[src/rtl/vga_timing_pkg.sv]
// rtl/vga_timing_pkg.sv - 640x480@60 timing constants and axis-state encoding
package vga_timing_pkg;

    localparam int CNT_W = 10;

    localparam int   DEF_H_ACTIVE = 640;
    localparam int   DEF_H_FP     = 16;
    localparam int   DEF_H_SYNC   = 96;
    localparam int   DEF_H_BP     = 48;
    localparam int   DEF_V_ACTIVE = 480;
    localparam int   DEF_V_FP     = 10;
    localparam int   DEF_V_SYNC   = 2;
    localparam int   DEF_V_BP     = 33;
    localparam logic DEF_SYNC_POL = 1'b0;

    localparam int H_TOTAL = DEF_H_SYNC + DEF_H_BP + DEF_H_ACTIVE + DEF_H_FP;
    localparam int V_TOTAL = DEF_V_SYNC + DEF_V_BP + DEF_V_ACTIVE + DEF_V_FP;
    localparam int H_START = DEF_H_SYNC + DEF_H_BP;
    localparam int V_START = DEF_V_SYNC + DEF_V_BP;

    // Region order along an axis: sync pulse first, then back porch, active, front porch
    typedef enum logic [1:0] {
        AX_SYNC   = 2'd0,
        AX_BACK   = 2'd1,
        AX_ACTIVE = 2'd2,
        AX_FRONT  = 2'd3
    } axis_state_e;

endpackage

[src/rtl/vga_axis_counter.sv]
// rtl/vga_axis_counter.sv - one raster axis: wrapping counter and region state
module vga_axis_counter
    import vga_timing_pkg::*;
#(
    parameter int SYNC_W   = DEF_H_SYNC,
    parameter int BACK_W   = DEF_H_BP,
    parameter int ACTIVE_W = DEF_H_ACTIVE,
    parameter int FRONT_W  = DEF_H_FP
) (
    input  logic             clk,
    input  logic             rst_n,
    input  logic             advance_i,
    output logic [CNT_W-1:0] count_o,
    output logic [CNT_W-1:0] next_count_o,
    output logic [1:0]       next_state_o,
    output logic             wrap_o
);

    localparam int               TOTAL   = SYNC_W + BACK_W + ACTIVE_W + FRONT_W;
    localparam logic [CNT_W-1:0] LAST    = CNT_W'(TOTAL - 1);
    localparam logic [CNT_W-1:0] B_BACK  = CNT_W'(SYNC_W);
    localparam logic [CNT_W-1:0] B_ACT   = CNT_W'(SYNC_W + BACK_W);
    localparam logic [CNT_W-1:0] B_FRONT = CNT_W'(SYNC_W + BACK_W + ACTIVE_W);

    logic [CNT_W-1:0] count_q, count_d;
    axis_state_e      state_d;

    // Next count: step on advance, wrap at the last position, recover from any illegal value
    always_comb begin
        wrap_o  = advance_i && (count_q == LAST);
        count_d = count_q;
        if (count_q > LAST) begin
            count_d = '0;
        end else if (advance_i) begin
            count_d = (count_q == LAST) ? '0 : count_q + CNT_W'(1);
        end
    end

    // Region of the upcoming count, so the top can register aligned outputs
    always_comb begin
        state_d = AX_FRONT;
        if (count_d < B_BACK) begin
            state_d = AX_SYNC;
        end else if (count_d < B_ACT) begin
            state_d = AX_BACK;
        end else if (count_d < B_FRONT) begin
            state_d = AX_ACTIVE;
        end
    end

    // Counter register
    always_ff @(posedge clk or negedge rst_n) begin
        if (!rst_n) begin
            count_q <= '0;
        end else begin
            count_q <= count_d;
        end
    end

    assign count_o      = count_q;
    assign next_count_o = count_d;
    assign next_state_o = state_d;

endmodule

[src/rtl/vga_timing_gen.sv]
// rtl/vga_timing_gen.sv - VGA raster timing: counters, syncs, de, coordinates, pulses
module vga_timing_gen
    import vga_timing_pkg::*;
#(
    parameter int   H_ACTIVE = DEF_H_ACTIVE,
    parameter int   H_FP     = DEF_H_FP,
    parameter int   H_SYNC   = DEF_H_SYNC,
    parameter int   H_BP     = DEF_H_BP,
    parameter int   V_ACTIVE = DEF_V_ACTIVE,
    parameter int   V_FP     = DEF_V_FP,
    parameter int   V_SYNC   = DEF_V_SYNC,
    parameter int   V_BP     = DEF_V_BP,
    parameter logic SYNC_POL = DEF_SYNC_POL
) (
    input  logic             clk,
    input  logic             rst_n,
    input  logic             pix_ce,
    output logic [CNT_W-1:0] hcount,
    output logic [CNT_W-1:0] vcount,
    output logic             hsync,
    output logic             vsync,
    output logic             de,
    output logic [CNT_W-1:0] pix_x,
    output logic [CNT_W-1:0] pix_y,
    output logic             line_start,
    output logic             frame_start
);

    localparam logic [CNT_W-1:0] H_START_C = CNT_W'(H_SYNC + H_BP);
    localparam logic [CNT_W-1:0] V_START_C = CNT_W'(V_SYNC + V_BP);

    logic [CNT_W-1:0] h_count, h_next, v_count, v_next;
    logic [1:0]       h_state_d, v_state_d;
    logic             h_wrap, v_wrap;

    logic             hsync_q, hsync_d, vsync_q, vsync_d, de_q, de_d;
    logic [CNT_W-1:0] pix_x_q, pix_x_d, pix_y_q, pix_y_d;
    logic             line_start_q, line_start_d, frame_start_q, frame_start_d;

    vga_axis_counter #(
        .SYNC_W   (H_SYNC),
        .BACK_W   (H_BP),
        .ACTIVE_W (H_ACTIVE),
        .FRONT_W  (H_FP)
    ) u_h_axis (
        .clk          (clk),
        .rst_n        (rst_n),
        .advance_i    (pix_ce),
        .count_o      (h_count),
        .next_count_o (h_next),
        .next_state_o (h_state_d),
        .wrap_o       (h_wrap)
    );

    vga_axis_counter #(
        .SYNC_W   (V_SYNC),
        .BACK_W   (V_BP),
        .ACTIVE_W (V_ACTIVE),
        .FRONT_W  (V_FP)
    ) u_v_axis (
        .clk          (clk),
        .rst_n        (rst_n),
        .advance_i    (pix_ce & h_wrap),
        .count_o      (v_count),
        .next_count_o (v_next),
        .next_state_o (v_state_d),
        .wrap_o       (v_wrap)
    );

    // Decode the upcoming raster position so every output lands on the same edge as the counters
    always_comb begin
        hsync_d       = hsync_q;
        vsync_d       = vsync_q;
        de_d          = de_q;
        pix_x_d       = pix_x_q;
        pix_y_d       = pix_y_q;
        line_start_d  = 1'b0;
        frame_start_d = 1'b0;
        if (pix_ce) begin
            hsync_d       = (h_state_d == AX_SYNC) ? SYNC_POL : ~SYNC_POL;
            vsync_d       = (v_state_d == AX_SYNC) ? SYNC_POL : ~SYNC_POL;
            de_d          = (h_state_d == AX_ACTIVE) && (v_state_d == AX_ACTIVE);
            pix_x_d       = de_d ? (h_next - H_START_C) : '0;
            pix_y_d       = (v_state_d == AX_ACTIVE) ? (v_next - V_START_C) : '0;
            line_start_d  = h_wrap;
            frame_start_d = h_wrap && v_wrap;
        end
    end

    // Output register stage; reset state (0,0) sits inside both sync regions
    always_ff @(posedge clk or negedge rst_n) begin
        if (!rst_n) begin
            hsync_q       <= SYNC_POL;
            vsync_q       <= SYNC_POL;
            de_q          <= 1'b0;
            pix_x_q       <= '0;
            pix_y_q       <= '0;
            line_start_q  <= 1'b0;
            frame_start_q <= 1'b0;
        end else begin
            hsync_q       <= hsync_d;
            vsync_q       <= vsync_d;
            de_q          <= de_d;
            pix_x_q       <= pix_x_d;
            pix_y_q       <= pix_y_d;
            line_start_q  <= line_start_d;
            frame_start_q <= frame_start_d;
        end
    end

    assign hcount      = h_count;
    assign vcount      = v_count;
    assign hsync       = hsync_q;
    assign vsync       = vsync_q;
    assign de          = de_q;
    assign pix_x       = pix_x_q;
    assign pix_y       = pix_y_q;
    assign line_start  = line_start_q;
    assign frame_start = frame_start_q;

endmodule

[config.mk]
export PLATFORM = sky130hd
export DESIGN_NAME = vga_timing_gen
export DESIGN_NICKNAME = d
export VERILOG_FILES = /design/src/rtl/vga_timing_pkg.sv /design/src/rtl/vga_axis_counter.sv /design/src/rtl/vga_timing_gen.sv
export SDC_FILE = /design/constraint.sdc
export NUM_CORES = 1
export LEC_CHECK = 0
export BUFFER_PORTS_ARGS = -buffer_cell sky130_fd_sc_hd__buf_2
export CAP_MARGIN = 20
export CORE_UTILIZATION = 45
export DETAILED_ROUTE_END_ITERATION = 12
export PLACE_DENSITY = 0.67
export SETUP_SLACK_MARGIN = 0.1
export SYNTH_ARGS = -nofsm -noshare
export SYNTH_HDL_FRONTEND = slang
export SYNTH_HIERARCHICAL = 1
export SYNTH_SLANG_ARGS = --single-unit
[constraint.sdc]
create_clock -name clk -period 4.7 [get_ports clk]
set_clock_uncertainty 0.15 [all_clocks]
set_input_delay 0.235 -clock clk [delete_from_list [all_inputs] [get_ports clk]]
set_output_delay 0.235 -clock clk [all_outputs]
set_load 0.01 [all_outputs]
# [Yosys cells after proc, flatten, opt, wreduce, memory -nomap -nowiden]
# Index checks and enable logic that the tools add are counted.
[op_classes] addsub=4 n_lt_le_gt_ge=8 eq_ne=4 mux=18 n_bitwise=1 reduce_logical=6
[op_table] op="10-bit 2-to-1 mux" count=8
[op_table] op="10-bit by 1-bit adder with 10-bit output (second input constant)" count=2
[op_table] op="10-bit == test (second input constant)" count=2
[op_table] op="10-bit > comparator (second input constant)" count=2
[op_table] op="10-bit < comparator (second input constant)" count=2
[op_table] op="10-bit by 2-bit < comparator with 1-bit output (second input constant)" count=1
[op_table] op="10-bit by 6-bit < comparator with 1-bit output (second input constant)" count=1
[op_table] op="10-bit by 7-bit < comparator with 1-bit output (second input constant)" count=1
[op_table] op="10-bit by 8-bit < comparator with 1-bit output (second input constant)" count=1
[op_table] op="10-bit by 6-bit subtractor with 10-bit output (second input constant)" count=1
[op_table] op="10-bit by 8-bit subtractor with 10-bit output (second input constant)" count=1
[op_table] op="2-bit 2-to-1 mux" count=4
[op_table] op="1-bit 2-to-1 mux" count=6
[op_table] op="2-bit == test (second input constant)" count=2
[op_table] op="1-bit logical AND" count=4
[op_table] op="2-bit zero test" count=2
[op_table] op="1-bit AND" count=1
[word_totals] regBits=45 inputBits=3 output_inout_bits=45 wordCells=50

# [Depth between registers and ports, before layout]
[depth] depth_word=12 mapped_depth=16

# [Modules after synthesis]
# Netlist, hierarchy kept.
[modules_own_cells] module="vga_timing_gen" instances=1 cells_per_inst=116 area_each_um2=1151.1 seq_area_each_um2=625.6
[modules_own_cells] module="vga_axis_counter (u_v_axis)" instances=1 cells_per_inst=83 area_each_um2=748.2 seq_area_each_um2=250.2
[modules_own_cells] module="vga_axis_counter (u_h_axis)" instances=1 cells_per_inst=75 area_each_um2=699.4 seq_area_each_um2=250.2

# [Worst setup path before layout]
# No wires, ideal clock.
[synth_timing] kind="register to register" start="register u_h_axis.count_q[0], in the netlist u_h_axis/count_o[0]" end="register pix_y_q[9], in the netlist pix_y[9]" arrival_ps=3464 t_required_ps=4410 setup_slack_ps=946 stages_incl_launch_ff=16 n_path_buf=2 period_less_slack_ps=3754 cell_sequence="dfrtp_1 ha_1 nand2_2 or2_4 nor3_1 and2_1 buf_6 and2b_1 o211ai_1 and2_1 clkbuf_1 nor2_1 a2111o_1 a2111oi_2 xnor2_1 o22ai_2"
[synth_via] elab_chain_cells=11
[synth_lines] element="start: declaration" line_no="vga_axis_counter.sv:25" source="logic [CNT_W-1:0] count_q, count_d;"
[synth_lines] element="start signal: assignment" line_no="vga_axis_counter.sv:56" source="count_q <= count_d;"
[synth_lines] element="10-bit == test *" line_no="vga_axis_counter.sv:30" source="wrap_o = advance_i && (count_q == LAST);"
[synth_lines] element="1-bit logical AND *" line_no="vga_axis_counter.sv:30"
[synth_lines] element="net h_wrap" line_no="vga_timing_gen.sv:34" source="logic h_wrap, v_wrap;"
[synth_lines] element="1-bit AND *" line_no="vga_timing_gen.sv:63" source=".advance_i (pix_ce & h_wrap),"
[synth_lines] element="10-bit 2-to-1 mux *" line_no="vga_axis_counter.sv:34" source="end else if (advance_i) begin"
[synth_lines] element="10-bit 2-to-1 mux *" line_no="vga_axis_counter.sv:32" source="if (count_q > LAST) begin"
[synth_lines] element="net v_next[1]" line_no="vga_timing_gen.sv:32" source="logic [CNT_W-1:0] h_count, h_next, v_count, v_next;"
[synth_lines] element="10-bit < comparator" line_no="vga_axis_counter.sv:46" source="end else if (count_d < B_FRONT) begin"
[synth_lines] element="1-bit 2-to-1 mux" line_no="vga_axis_counter.sv:46"
[synth_lines] element="2-bit 2-to-1 mux" line_no="vga_axis_counter.sv:44" source="end else if (count_d < B_ACT) begin"
[synth_lines] element="2-bit 2-to-1 mux" line_no="vga_axis_counter.sv:42" source="if (count_d < B_BACK) begin"
[synth_lines] element="2-bit == test" line_no="vga_timing_gen.sv:84" source="pix_y_d = (v_state_d == AX_ACTIVE) ? (v_next - V_START_C) : '0;"
[synth_lines] element="10-bit 2-to-1 mux *" line_no="vga_timing_gen.sv:84"
[synth_lines] element="end signal: assignment" line_no="vga_timing_gen.sv:105" source="pix_y_q <= pix_y_d;"
[synth_lines] element="end: declaration" line_no="vga_timing_gen.sv:37" source="logic [CNT_W-1:0] pix_x_q, pix_x_d, pix_y_q, pix_y_d;"
# The timed path passes the listed nets; every way through them passes the cells marked *.
# A chain may end at the register's enable or synchronous reset.

# [Final worst setup path]
[layout_timing] start="register u_h_axis.count_q[0], in the netlist u_h_axis/count_o[0]" end="register pix_x_q[9], in the netlist pix_x[9]"
[layout_via] elab_chain_cells=12
[layout_lines] element="10-bit == test *" line_no="vga_axis_counter.sv:30"
[layout_lines] element="1-bit logical AND *" line_no="vga_axis_counter.sv:30"
[layout_lines] element="net h_wrap" line_no="vga_timing_gen.sv:34"
[layout_lines] element="1-bit AND *" line_no="vga_timing_gen.sv:63"
[layout_lines] element="10-bit 2-to-1 mux *" line_no="vga_axis_counter.sv:34"
[layout_lines] element="10-bit 2-to-1 mux *" line_no="vga_axis_counter.sv:32"
[layout_lines] element="10-bit < comparator" line_no="vga_axis_counter.sv:46"
[layout_lines] element="1-bit 2-to-1 mux" line_no="vga_axis_counter.sv:46"
[layout_lines] element="2-bit 2-to-1 mux" line_no="vga_axis_counter.sv:44"
[layout_lines] element="2-bit 2-to-1 mux *" line_no="vga_axis_counter.sv:42"
[layout_lines] element="net v_state_d[0]" line_no="vga_timing_gen.sv:33" source="logic [1:0] h_state_d, v_state_d;"
[layout_lines] element="2-bit == test *" line_no="vga_timing_gen.sv:82" source="de_d = (h_state_d == AX_ACTIVE) && (v_state_d == AX_ACTIVE);"
[layout_lines] element="1-bit logical AND *" line_no="vga_timing_gen.sv:82"
[layout_lines] element="10-bit 2-to-1 mux *" line_no="vga_timing_gen.sv:83" source="pix_x_d = de_d ? (h_next - H_START_C) : '0;"
[layout_lines] element="end signal: assignment" line_no="vga_timing_gen.sv:104" source="pix_x_q <= pix_x_d;"
[layout_lines] element="end: declaration" line_no="vga_timing_gen.sv:37"
# Marks and branches as above.

==> results.md <==
Status:
- The flow ran to the end, and the final reports show no timing, DRC or antenna violations.

Floorplanning:
- The number of placement rows is 27.
- The boundary pin count is 48.
- The die covers 0.00608 sq mm.
- The chip width is 78.0 um.
- In this run the vertical extent of the chip is 78.0 um.
- Once the floorplan was initialized, standard cells occupied 46.9% of the core.
- The floorplan core area is 0.00554 sq mm.

Critical path:
- The family with the most delay on the worst path is simple AND/OR/NAND/NOR gates.
- The number of buffer and inverter instances along the worst setup path is 1.
- The startpoint class of the critical path is a register.
- The worst setup path is of the register to register kind.
- The slowest library cell on the worst path is or3b_2.
- The delay of the slowest critical-path stage is 0.57 ns.
- The worst-path maximum fanout is 11.
- At the worst endpoint, the required time is 4.76 ns.
- STA puts the critical path data arrival time at 4.24 ns.
- The critical path goes through ha_1 > nand2_2 > or2_4 > nor3_1 > and2_2 > and4_4 > and3_1 > mux2i_1 > o41ai_1 > o31ai_1 > nand3b_1 > buf_4 > or3b_2 > o22ai_1.
- STA classifies the critical path endpoint as a register.

GRT:
- Global routing used 20.4% of the available tracks.
- The number of global-route vias before repair is 2019.
- The pin count of the biggest net entering global routing is 46.
- The first global-routing pass estimated 9.85 mm of wire.
- The number of antenna violations at the first check in global routing is 0.
- Summed over all layers, the global routing overflow is 0.

Logic synthesis:
- After synthesis, the cell types taking the most area are dfrtp_1 (43%), xnor2_1 (6.1%), inv_1 (4.0%).
- The number of cells produced by synthesis is 274.
- The yosys synthesis warning count is 6.
- The cell type contributing the most total cell area after synthesis is dfrtp_1.
- Yosys mapped a number of flops with a built-in enable equal to 0.
- The synthesis-stage register bit count is 45.
- Counting distinct cell types in the post-synthesis netlist gives 63.
- The sequential area share after synthesis is 43.3%.
- After synthesis, the share of flip-flops with an asynchronous set or reset is 100%.
- The number of nets in the synthesized netlist is 282.
- The dominant synthesized flop cell is dfrtp_1.
- Of the post-synthesis cell area, the dominant cell type holds 43.3%.
- The synthesized cell area is 0.00260 sq mm.
- The synthesized area per cell is 9.48 sq um.

STA:
- Setup repair after global routing left no endpoint under its margin.
- The final-report max-slew violation count is 0.
- The final hold slack is 0.132 ns.
- The worst path meets setup with 0.521 ns of slack.
- The worst slew margin relative to its limit is 57.4%.
- The time the final worst path needs with I/O delays and setup is 4.18 ns.
- The actual transition at the worst max-transition pin is 0.637 ns.
- The number of failing setup endpoints in the final timing report is 0.
- The highest clock rate is 0.239 GHz.
- The final period utilization is 88.9%.
- The number of hold-slack violations in the final timing report is 0.
- The total negative slack is 0 ns.

Layout:
- At the end of the flow the core is filled with cells to 54.6%.
- Once layout is done, the placed cells without fillers occupy 0.00303 sq mm.
- Relative to the synthesized area, the layout overhead comes to 16.4%.
- Cells with a size suffix above 1 make up 23.4% of the layout.
- Excluding fillers, the count of instances in the completed layout stands at 392.
- Counting the fill cells in the layout gives 502.
- The repair_antennas step left the layout with diodes totalling 0.
- The final net count is 327.

Power and ir drop:
- The maximum vdd ir drop is 0.000194 V.
- The total leakage power is 1.47 nW.
- The total power draw is 1.06 mW.
- The power density relative to cell area is 350 mW/mm^2.

Place:
- The half-perimeter wire length after detailed placement is 4.10 mm.
- The final weighted congestion of routability-driven global placement is 0.856.
- The placed instances occupy a cell area of 0.00286 sq mm.
- Input and output buffers added on the ports amount to 47.
- The number of placed cells counting well taps is 382.
- Before CTS, the worst setup slack after placement is 0.475 ns.

Routing:
- The wire length reported by the detailed router is 5.80 mm.
- The DRC violation count after routing is 0.
- The number of nets with antenna violations after detailed routing is 0.
- Dividing the detail-routed via count by the number of cells gives 5.48.
- The via count is 2149.
- The detailed-router iteration count before antenna repair is 4.
- The DRC violation total after the first TritonRoute iteration is 124.
- The per-cell routed wire length is 14.8 um.

Clocking:
- The number of buffers created by CTS is 5.
- The root buffer cell chosen for the clock tree is clkbuf_8.
- The worst-skew pair later-pin latency is 0.29 ns.
- Post-CTS timing repair inserted 0 buffers for setup.
- Clock tree synthesis found a total of 45 sinks.
- The clock passes through at most 2 buffers.
- After clock tree synthesis, the clock-pin slew on the worst setup and hold paths is 0.09 ns.
- The TritonCTS clock tree is yes.
- The H-tree generated during clock tree synthesis spans 2 levels.

Min path:
- The path category of the worst min-delay check is input port to asynchronous set/reset pin.

Flow run:
- Across the run, the number of max-cap violations was 0.
## cell type report
class                      instances  area, sq um  area share (%)
multi-input combinational        187         1280            42.4
sequential                        45         1130            37.2
timing repair buffer              52          288            9.51
inverter                          28          105            3.47
tap                               72         90.1            2.98
clock buffer                       5         68.8            2.27
clock inverter                     3         65.1            2.15
## routing by layer
layer | track usage, % | share of wire, % | vias up
met4 | 3.89 | 0.74 | 0
li1 | - | - | 1048
met5 | 0 | 0 | -
met3 | 4.59 | 4.6 | 4
met1 | 28.9 | 50 | 1039
met2 | 32.4 | 45 | 58
## power breakdown
group          leakage [nW]  total, mW  internal, mW  switching, mW
combinational         0.791      0.246         0.102          0.144
clock                0.0681      0.343         0.211          0.132
sequential            0.614      0.470         0.416         0.0537
total                  1.47       1.06         0.729          0.329
## cells in the final DEF, fill, tap and decap left out, types with 2 or more instances in the layout
cell type,n
nand4b_1,2
ha_1,5
nand2b_1,2
nand3_1,5
xnor2_1,18
bufinv_16,2
nor3_1,7
a21oi_1,9
and4_4,2
nand4_1,2
xor2_1,8
nor2_1,25
buf_4,3
nor3b_1,3
dfrtp_1,45
mux2i_1,3
o22ai_1,16
and2b_1,2
nand2_1,19
o31ai_1,2
and2_1,2
and3_1,3
o41ai_1,2
a211o_1,3
a211oi_1,2
o21ai_0,8
inv_1,28
and4_1,2
or3_1,2
a2111oi_0,2
clkbuf_8,5
buf_2,47
## path summary, 6_finish.rpt
kind                                startpoint        to  slack [ns]  cells past startpoint
max in group asynchronous                rst_n  pix_x[7]        3.82                      3
setup / recovery           u_h_axis/count_o[0]  pix_x[9]        0.52                     14
min in group clk                        pix_ce     vsync        0.35                      3
hold / removal                           rst_n  pix_x[2]        0.13                      2
setup reg to reg           u_h_axis/count_o[0]  pix_x[9]        0.52                     14
hold reg to reg                             de        de        0.37                      2
## what timing repair did
action,4_1_cts,5_1_grt
hold buffers,1,0
hold endpoints to repair,21,0
gates resized for setup,0,1
endpoints found under the setup margin,0,4
## worst reg2reg max path, cell delays in order, from the launching register on
cell and delay (ns):
dfrtp_1 0.42, ha_1 0.26, nand2_2 0.14, or2_4 0.29
nor3_1 0.23, and2_2 0.30, and4_4 0.27, and3_1 0.25
mux2i_1 0.12, o41ai_1 0.38, o31ai_1 0.14, nand3b_1 0.20
buf_4 0.20, or3b_2 0.58, o22ai_1 0.17
## registers in the layout, indices dropped and copies added, names as in the netlist
signal and flops:
u_h_axis/count_o 10, de 1, pix_x 10, pix_y 10, line_start 1, u_v_axis/count_o 10
vsync 1, frame_start 1, hsync 1
## cell families (layout without fill, tap and decap cells)
| family | count (synthesis) | count (layout) | share of synthesized area, % |
|---|---|---|---|
| simple gates | 94 | 94 | 20.8 |
| compound gates | 58 | 58 | 15.8 |
| flops | 45 | 45 | 43.3 |
| buf+inv | 42 | 88 | 7.37 |
| xor+xnor | 26 | 26 | 8.76 |
| fa+ha+maj | 5 | 5 | 2.41 |
| mux | 4 | 4 | 1.59 |
## Yosys cell counts (2+ instances only)
cell type	count
nand2_1	19
and4_1	2
a21oi_1	9
nand4b_1	2
clkbuf_1	6
nand3_1	5
and2_1	3
a211oi_1	2
a211o_1	3
o21ai_0	8
and2b_1	2
o41ai_1	2
nand2b_1	2
buf_6	3
xnor2_1	18
nor2_1	25
xor2_1	8
or3_1	2
buf_4	2
nor3b_1	3
o31ai_1	2
inv_1	28
dfrtp_1	45
a2111oi_0	2
and3_1	3
nor3_1	7
o22ai_1	16
mux2i_1	3
nand4_1	2
buf_2	2
and4_4	2
ha_1	5
(Power assumes the default switching activity.)
